<file path="config.mk">
export PLATFORM = sky130hd
export DESIGN_NAME = mem_port_arbiter
export DESIGN_NICKNAME = d
export VERILOG_FILES = /design/src/rtl/mem_port_arbiter.sv
export SDC_FILE = /design/constraint.sdc
export NUM_CORES = 1
export LEC_CHECK = 0
export BUFFER_PORTS_ARGS = -buffer_cell sky130_fd_sc_hd__buf_4
export CAP_MARGIN = 20
export CORE_UTILIZATION = 49
export CTS_CLUSTER_SIZE = 16
export DETAILED_ROUTE_END_ITERATION = 8
export PLACE_DENSITY = 0.95
export SETUP_SLACK_MARGIN = 0.3
export SLEW_MARGIN = 5
export SYNTH_ARGS = -nofsm -noshare
export SYNTH_HDL_FRONTEND = slang
export SYNTH_SLANG_ARGS = --single-unit
</file>
<file path="constraint.sdc">
create_clock -name clk -period 7 [get_ports clk]
set_input_delay 1.4 -clock clk [delete_from_list [all_inputs] [get_ports clk]]
set_output_delay 1.4 -clock clk [all_outputs]
set_load 0.01 [all_outputs]
</file>
<file path="src/rtl/mem_port_arbiter.sv">
// mem_port_arbiter: round-robin sharing of the single-port unified memory
// between instruction fetch and load/store. Memory address, data and byte
// write enables come straight from flops so they are stable across the
// memory's negedge write. Stores are converted to byte lanes here, and
// misaligned or illegal stores are acked with d_err and never write.
module mem_port_arbiter #(
   parameter int ADDR_WIDTH = 32,
   parameter int DATA_WIDTH = 32
) (
   input  logic                  clk,
   input  logic                  rst,
   input  logic                  f_req,
   input  logic [ADDR_WIDTH-1:0] f_addr,
   output logic                  f_ack,
   input  logic                  d_req,
   input  logic                  d_we,
   input  logic [1:0]            d_size,
   input  logic [ADDR_WIDTH-1:0] d_addr,
   input  logic [DATA_WIDTH-1:0] d_wdata,
   output logic                  d_ack,
   output logic                  d_err,
   output logic [DATA_WIDTH-1:0] rdata,
   output logic [ADDR_WIDTH-1:0] mem_addr,
   output logic [DATA_WIDTH-1:0] mem_data,
   output logic [3:0]            mem_we,
   input  logic [DATA_WIDTH-1:0] mem_q
);

   typedef enum logic [1:0] {IDLE, ACCESS, DONE} state_t;

   // last_grant encoding: which port was granted most recently
   localparam logic PORT_F = 1'b0;
   localparam logic PORT_D = 1'b1;

   state_t                  state_q, state_d;
   logic                    last_grant_q, last_grant_d;
   logic                    err_pend_q, err_pend_d;
   logic [ADDR_WIDTH-1:0]   mem_addr_q, mem_addr_d;
   logic [DATA_WIDTH-1:0]   mem_data_q, mem_data_d;
   logic [3:0]              mem_we_q, mem_we_d;
   logic [DATA_WIDTH-1:0]   rdata_q, rdata_d;
   logic                    f_ack_q, f_ack_d;
   logic                    d_ack_q, d_ack_d;
   logic                    d_err_q, d_err_d;

   logic                    grant_f, grant_d;
   logic [3:0]              st_we;
   logic [DATA_WIDTH-1:0]   st_data;
   logic                    st_err;

   // The fetch address is forced word-aligned, so its low bits are dropped.
   logic unused_f_addr_bits;
   assign unused_f_addr_bits = ^f_addr[1:0];

   // Decode the data port into byte-lane enables and lane-replicated data
   always_comb begin
      st_we   = 4'b0000;
      st_data = '0;
      st_err  = 1'b0;
      if (d_we) begin
         case (d_size)
            2'b00: begin
               st_we   = 4'b0001 << d_addr[1:0];
               st_data = {4{d_wdata[7:0]}};
            end
            2'b01: begin
               if (!d_addr[0]) begin
                  st_we   = d_addr[1] ? 4'b1100 : 4'b0011;
                  st_data = {2{d_wdata[15:0]}};
               end else begin
                  st_err = 1'b1;
               end
            end
            2'b10: begin
               if (d_addr[1:0] == 2'b00) begin
                  st_we   = 4'b1111;
                  st_data = d_wdata;
               end else begin
                  st_err = 1'b1;
               end
            end
            default: st_err = 1'b1;
         endcase
      end
   end

   // Next-state, grant selection and next values of every output flop
   always_comb begin
      state_d      = state_q;
      last_grant_d = last_grant_q;
      err_pend_d   = err_pend_q;
      mem_addr_d   = mem_addr_q;
      mem_data_d   = mem_data_q;
      mem_we_d     = mem_we_q;
      rdata_d      = rdata_q;
      f_ack_d      = 1'b0;
      d_ack_d      = 1'b0;
      d_err_d      = 1'b0;
      grant_f      = 1'b0;
      grant_d      = 1'b0;
      case (state_q)
         IDLE: begin
            // On contention the port that did not go last wins
            if (f_req && (!d_req || last_grant_q == PORT_D)) begin
               grant_f = 1'b1;
            end else if (d_req) begin
               grant_d = 1'b1;
            end
         end
         ACCESS: begin
            rdata_d  = mem_q;
            mem_we_d = 4'b0000;
            if (last_grant_q == PORT_F) begin
               f_ack_d = 1'b1;
            end else begin
               d_ack_d = 1'b1;
               d_err_d = err_pend_q;
            end
            state_d = DONE;
         end
         DONE: begin
            // The port just served may still hold req high; only the other
            // port can be granted directly from here.
            if (last_grant_q == PORT_D && f_req) begin
               grant_f = 1'b1;
            end else if (last_grant_q == PORT_F && d_req) begin
               grant_d = 1'b1;
            end else begin
               state_d = IDLE;
            end
         end
         default: state_d = IDLE;
      endcase

      if (grant_f) begin
         mem_addr_d   = {f_addr[ADDR_WIDTH-1:2], 2'b00};
         mem_data_d   = '0;
         mem_we_d     = 4'b0000;
         err_pend_d   = 1'b0;
         last_grant_d = PORT_F;
         state_d      = ACCESS;
      end else if (grant_d) begin
         mem_addr_d   = {d_addr[ADDR_WIDTH-1:2], 2'b00};
         mem_data_d   = st_data;
         mem_we_d     = st_we;
         err_pend_d   = st_err;
         last_grant_d = PORT_D;
         state_d      = ACCESS;
      end
   end

   // State and output registers; reset clears everything at once
   always_ff @(posedge clk or posedge rst) begin
      if (rst) begin
         state_q      <= IDLE;
         last_grant_q <= PORT_D;
         err_pend_q   <= 1'b0;
         mem_addr_q   <= '0;
         mem_data_q   <= '0;
         mem_we_q     <= 4'b0000;
         rdata_q      <= '0;
         f_ack_q      <= 1'b0;
         d_ack_q      <= 1'b0;
         d_err_q      <= 1'b0;
      end else begin
         state_q      <= state_d;
         last_grant_q <= last_grant_d;
         err_pend_q   <= err_pend_d;
         mem_addr_q   <= mem_addr_d;
         mem_data_q   <= mem_data_d;
         mem_we_q     <= mem_we_d;
         rdata_q      <= rdata_d;
         f_ack_q      <= f_ack_d;
         d_ack_q      <= d_ack_d;
         d_err_q      <= d_err_d;
      end
   end

   assign f_ack    = f_ack_q;
   assign d_ack    = d_ack_q;
   assign d_err    = d_err_q;
   assign rdata    = rdata_q;
   assign mem_addr = mem_addr_q;
   assign mem_data = mem_data_q;
   assign mem_we   = mem_we_q;

endmodule

</file>
# After elaboration in Yosys (flattened, before gate mapping)
# Index checks and enable logic that the tools add are counted.
[totals]
latchBits = 0
rom_bits = 0
reg_bits = 107
memories = 0
word_cells = 73
input_bits = 135
mem_bits_rw = 0
output_inout_bits = 103
[classes]
multipliers = 0
bitwise = 1
n_mux = 43
shift = 1
order_cmp = 0
n_addsub = 0
reduce_logical = 11
n_eq_ne = 7
div_mod_pow = 0
[op_table]
columns = ["operator", "n"]
rows = [
  ["$mux 32", 7],
  ["$pmux 32 s3", 1],
  ["$mux 4", 7],
  ["$mux 1", 19],
  ["$pmux 4 s3", 1],
  ["$mux 2", 4],
  ["$ne 4x4->1 const B", 2],
  ["$logic_not 2->1", 3],
  ["$pmux 2 s3", 1],
  ["$eq 2x1->1 const B", 2],
  ["$eq 2x2->1 const B", 2],
  ["$pmux 1 s2", 2],
  ["$shl 1x2->4 const A", 1],
  ["$logic_and 1x1->1", 3],
  ["$ne 3x3->1 const B", 1],
  ["$pmux 1 s3", 1],
  ["$reduce_and 3->1", 1],
  ["$reduce_bool 3->1", 1],
  ["$reduce_bool 2->1", 1],
  ["$logic_not 1->1", 1],
  ["$logic_or 1x1->1", 1],
  ["$not 1->1", 1],
]

# Longest topological paths before layout
[logic_depth]
word_depth = 7
depth_mapped = 7
ltp_nobuf = 4

# Worst setup path before layout
# Ideal clock, no wire load.
[synth_timing]
path_kind = "input to register"
from = "in d_size[1]"
to = "reg mem_data_q[16], in the netlist mem_data[16]"
required_ns = 6.933
n_path_buf = 2
stages = 6
setup_time_ns = 0.067
setup_slack_ns = 4.508
arrival_ns = 2.426
cell_sequence = "buf_2 nor3b_2 buf_4 nand2_1 o21ai_0 a22o_1"
[synth_between]
elab_chain_cells = 5
word_cells_on_any_way = 7
classes_between = "eq/ne: 2; mux: 4; reduce/logical: 1"
[synth_rtl]
columns = ["element", "line", "rtl"]
rows = [
  ["from (decl)", "17", "input logic [1:0] d_size,"],
  ["$eq 2x2->1 (tied with other cells)", "61", "case (d_size)"],
  ["$pmux 32 s3 (*)", "61", ""],
  ["$mux 32 (*)", "60", "if (d_we) begin"],
  ["$mux 32 (*)", "142", "end else if (grant_d) begin"],
  ["$mux 32 (*)", "135", "if (grant_f) begin"],
  ["to (signal assigned)", "170", "mem_data_q <= mem_data_d;"],
  ["to (decl)", "39", "logic [DATA_WIDTH-1:0] mem_data_q, mem_data_d;"],
]
# Mark *: on every way between the ends. The rest lies on a longest branch, timed or not. The select of a mux whose other input is x is not followed.
# A chain may end at the register's enable or synchronous reset.

# Worst setup path after layout
[layout_timing]
from = "in f_req"
to = "reg mem_data_q[5], in the netlist mem_data[5]"
[layout_between]
elab_chain_cells = 4
word_cells_on_any_way = 10
classes_between = "mux: 7; reduce/logical: 3"
[layout_rtl]
columns = ["element", "line", "rtl"]
rows = [
  ["from (decl)", "12", "input logic f_req,"],
  ["$logic_and 1x1->1, on equally long branches", "124, 104", ""],
  ["$mux 1, on equally long branches", "124, 104", ""],
  ["$pmux 1 s2", "101", "case (state_q)"],
  ["$mux 32 / $reduce_bool 2->1 (equally long branches)", "n/a", ""],
]
# Several ways; a longest one is shown, not always the timed one.

==> impl_table.tex <==
\begin{tabular}{lr}
\hline
Metric & Value \\
\hline
\multicolumn{2}{l}{\textbf{Cells and area}} \\
Layout overhead on the synthesized area & 43.6\% \\
Post-layout utilization of the core & 0.740 \\
Antenna cell count & 0 \\
Number of fill cells & 645 \\
Ratio of cells with drive above 1 in the final layout & 0.371 \\
\# nets final & 827 \\
\multicolumn{2}{l}{\textbf{Routing}} \\
Post-route antenna net violation count & 0 \\
Via count & 4225 \\
Number of search-and-repair iterations in the first detailed-routing pass & 5 \\
Number of violations reported at the end of detailed-routing iteration 0 & 253 \\
Vias per Instance & 5.26 \\
Average wire per standard cell & 15.5 µm \\
Number of remaining DRC errors & 0 \\
Total wire length after detailed routing & 12.4 mm \\
\multicolumn{2}{l}{\textbf{Clocking}} \\
Clk pin slew, worst setup/hold paths & 0.09 ns \\
CTS Sinks & 105 \\
Number of gates resized after cts & 0 \\
Bufs on Longest Clock Path & 2 \\
Clock latency of the later-clocked register in the worst-skew pair & 0.36 ns \\
TritonCTS buffer count & 9 \\
CTS root buffer & clkbuf\_8 \\
Post-CTS setup buffer count & 0 \\
TritonCTS clock tree & done \\
Post-CTS Hold Buffers & 0 \\
Clock H-tree levels & 3 \\
\multicolumn{2}{l}{\textbf{Global route}} \\
Global Route Usage Sum & 0.258 \\
Wire length of the first global-routing pass & 19.8 mm \\
Pin count of the biggest net entering global routing & 95 \\
Number of antenna violations at the first check in global routing & 0 \\
Overflow left after global routing & 0 \\
Via count of the first global-routing pass & 4206 \\
\multicolumn{2}{l}{\textbf{Timing}} \\
Worst-case setup margin in the final layout & 3.99 ns \\
Clock tree skew after final layout & 0.0152 ns \\
Count of final max-slew check failures & 0 \\
Setup repair after global routing missed its margin & no \\
Max Clock Freq & 0.333 GHz \\
Total count of hold-check failures in the final report & 0 \\
Worst hold slack after final layout & 0.485 ns \\
Setup-failing EPs final & 0 \\
Final worst path period need & 3.01 ns \\
Max-slew headroom & 0.292 \\
Transition at the pin with the smallest max-transition slack & 1.06 ns \\
Setup\_tns & 0 ns \\
Ratio of final minimum period to clock period & 0.429 \\
\multicolumn{2}{l}{\textbf{Worst setup path}} \\
Worst Path Required & 7.28 ns \\
Biggest fanout along the worst timing path & 19 \\
Worst Path Arrival & 3.29 ns \\
Critical path class & input port to flop \\
CP endpoint kind & flop \\
Startpoint Class & input port \\
\multicolumn{2}{l}{\textbf{Yosys}} \\
Post-synth top area cell & dfrtp\_1 \\
Number of enable-type register cells in the synthesized netlist & 0 \\
Share of async-settable or async-resettable flops after synthesis & 1.00 \\
Total standard cell area after synthesis & 4580 µm² \\
Share of the synthesized area in the top cell type & 0.568 \\
Top cell types by occurrence after synthesis & nand2\_1, dfrtp\_1, o21ai\_0, mux2i\_1, a22o\_1 \\
Sequential fraction of the synthesis area & 0.574 \\
Count of distinct cell types in the synthesized netlist & 32 \\
Warning count from the yosys run & 0 \\
Most used standard cell by instance count after synthesis & nand2\_1 \\
Top cells by area, synth & dfrtp\_1, nand2\_1, o21ai\_0, mux2i\_1, a22o\_1 \\
FF+latch count, synth & 105 \\
Count of mapped cells out of synthesis & 474 \\
Main synth FF type & dfrtp\_1 \\
Post-synthesis area per instance & 9.66 µm² \\
\multicolumn{2}{l}{\textbf{Run}} \\
Max\_cap viols & 0 \\
\multicolumn{2}{l}{\textbf{Placed design}} \\
Post-DP HPWL & 9.23 mm \\
Final estimated routing congestion in global placement & 0.799 \\
Input/output buffers & 233 \\
Worst setup slack before clock tree synthesis & 3.65 ns \\
\multicolumn{2}{l}{\textbf{Power and ir drop}} \\
Static leakage & 3.54 nW \\
Power per unit of standard cell area & 359 nW/µm² \\
Worst vdd rail ir drop & 0.256 mV \\
\multicolumn{2}{l}{\textbf{Die}} \\
DIE AREA & 9740 µm² \\
Row Count & 34 \\
CORE AREA & 8890 µm² \\
Starting density of the core & 0.515 \\
I/O Pins & 238 \\
Die Ht & 98.7 µm \\
Die extent in x & 98.7 µm \\
\multicolumn{2}{l}{\textbf{Run status}} \\
Outcome & finished, final reports clean \\
\multicolumn{2}{l}{\textbf{Worst hold path}} \\
Kind of path behind the tightest hold check & flop to flop \\
\hline
\end{tabular}
## logic make-up (layout without fill, tap and decap cells)
family	after synthesis	in the layout	share of synthesized area
AO/OA/AOI/OAI	115	115	0.150
XOR/XNOR	1	1	0.00191
buffers and inverters	34	254	0.0377
flip-flops	105	105	0.574
multiplexers	31	31	0.0678
other	1	2	0.000819
AND/OR/NAND/NOR	187	187	0.168
## path summary, 6_finish.rpt
check | depth (start not counted) | slack (ns) | startpoint | endpoint
hold reg to reg | 2 | 0.48 | rdata[4] | rdata[4]
hold / removal | 2 | 0.48 | rdata[4] | rdata[4]
min in group asynchronous | 2 | 1.09 | rst | mem_addr[16]
setup / recovery | 5 | 3.99 | f_req | mem_data[5]
setup reg to reg | 4 | 4.73 | state_q[1] | mem_data[5]
max in group asynchronous | 3 | 4.75 | rst | mem_addr[6]
## placed cells by master (no fill, tap or decap), drive strengths merged, types with 2 or more instances in the layout
master  netlist  routed
clkbuf       13       9
nand2       156     156
a22o         24      24
nand2b        3       3
o21ai        64      64
buf          18     237
a21oi        21      21
mux2i        31      31
dfrtp       104     104
clkinv        1       2
o32ai         3       3
inv           2       3
nor3          3       3
conb          1       2
nor2          8       8
nor2b        11      11
bufinv        0       2
## registers in the layout (all words and copies together), names as in the netlist
name / count
f_ack: 1
mem_data: 32
err_pend_q: 1
d_ack: 1
d_err: 1
mem_addr: 30
last_grant_q: 1
mem_we: 4
rdata: 32
state_q: 2
## critical path: stages
cell,delay [ns]
buf_4,0.12
o21ai_0,0.22
nand4_1,0.63
nor2_1,0.69
a22o_1,0.22
## stage by stage
| stage | cells | power, mW | area [µm²] |
|---|---|---|---|
| 2_1_floorplan | 475 | 1.48 | 4580 |
| 3_3_place_gp | 788 | 1.92 | 6340 |
| 3_5_place_dp | 788 | 1.98 | 6340 |
| 4_1_cts | 802 | 2.37 | 6550 |
| 5_1_grt | 803 | 2.51 | 6580 |
| 6_report | 803 | 2.36 | 6580 |
## area by class of cell
type / instances / area, µm² / share of cell area
clock buffers: 9 / 124 / 0.0188
well taps: 108 / 135 / 0.0205
multi-input cells: 336 / 1790 / 0.273
clock inverters: 5 / 81.3 / 0.0124
repair buffers: 237 / 1800 / 0.274
flip-flops and latches: 105 / 2630 / 0.400
inverters: 3 / 13.8 / 0.00209
## report_power, final
| part | switching, mW | internal (mW) | total (mW) |
|---|---|---|---|
| clock network | 0.196 | 0.198 | 0.395 |
| logic | 0.540 | 0.469 | 1.01 |
| registers | 0.128 | 0.828 | 0.956 |
| total | 0.864 | 1.49 | 2.36 |
## per-layer routing
layer / vias to the layer above / track usage / routed length [µm]
met5: - / 0 / 0
met4: 0 / 0.110 / 354
met3: 33 / 0.0433 / 789
met2: 195 / 0.461 / 6340
met1: 1979 / 0.308 / 4960
li1: 2018 / - / -
(Power assumes the default switching activity.)
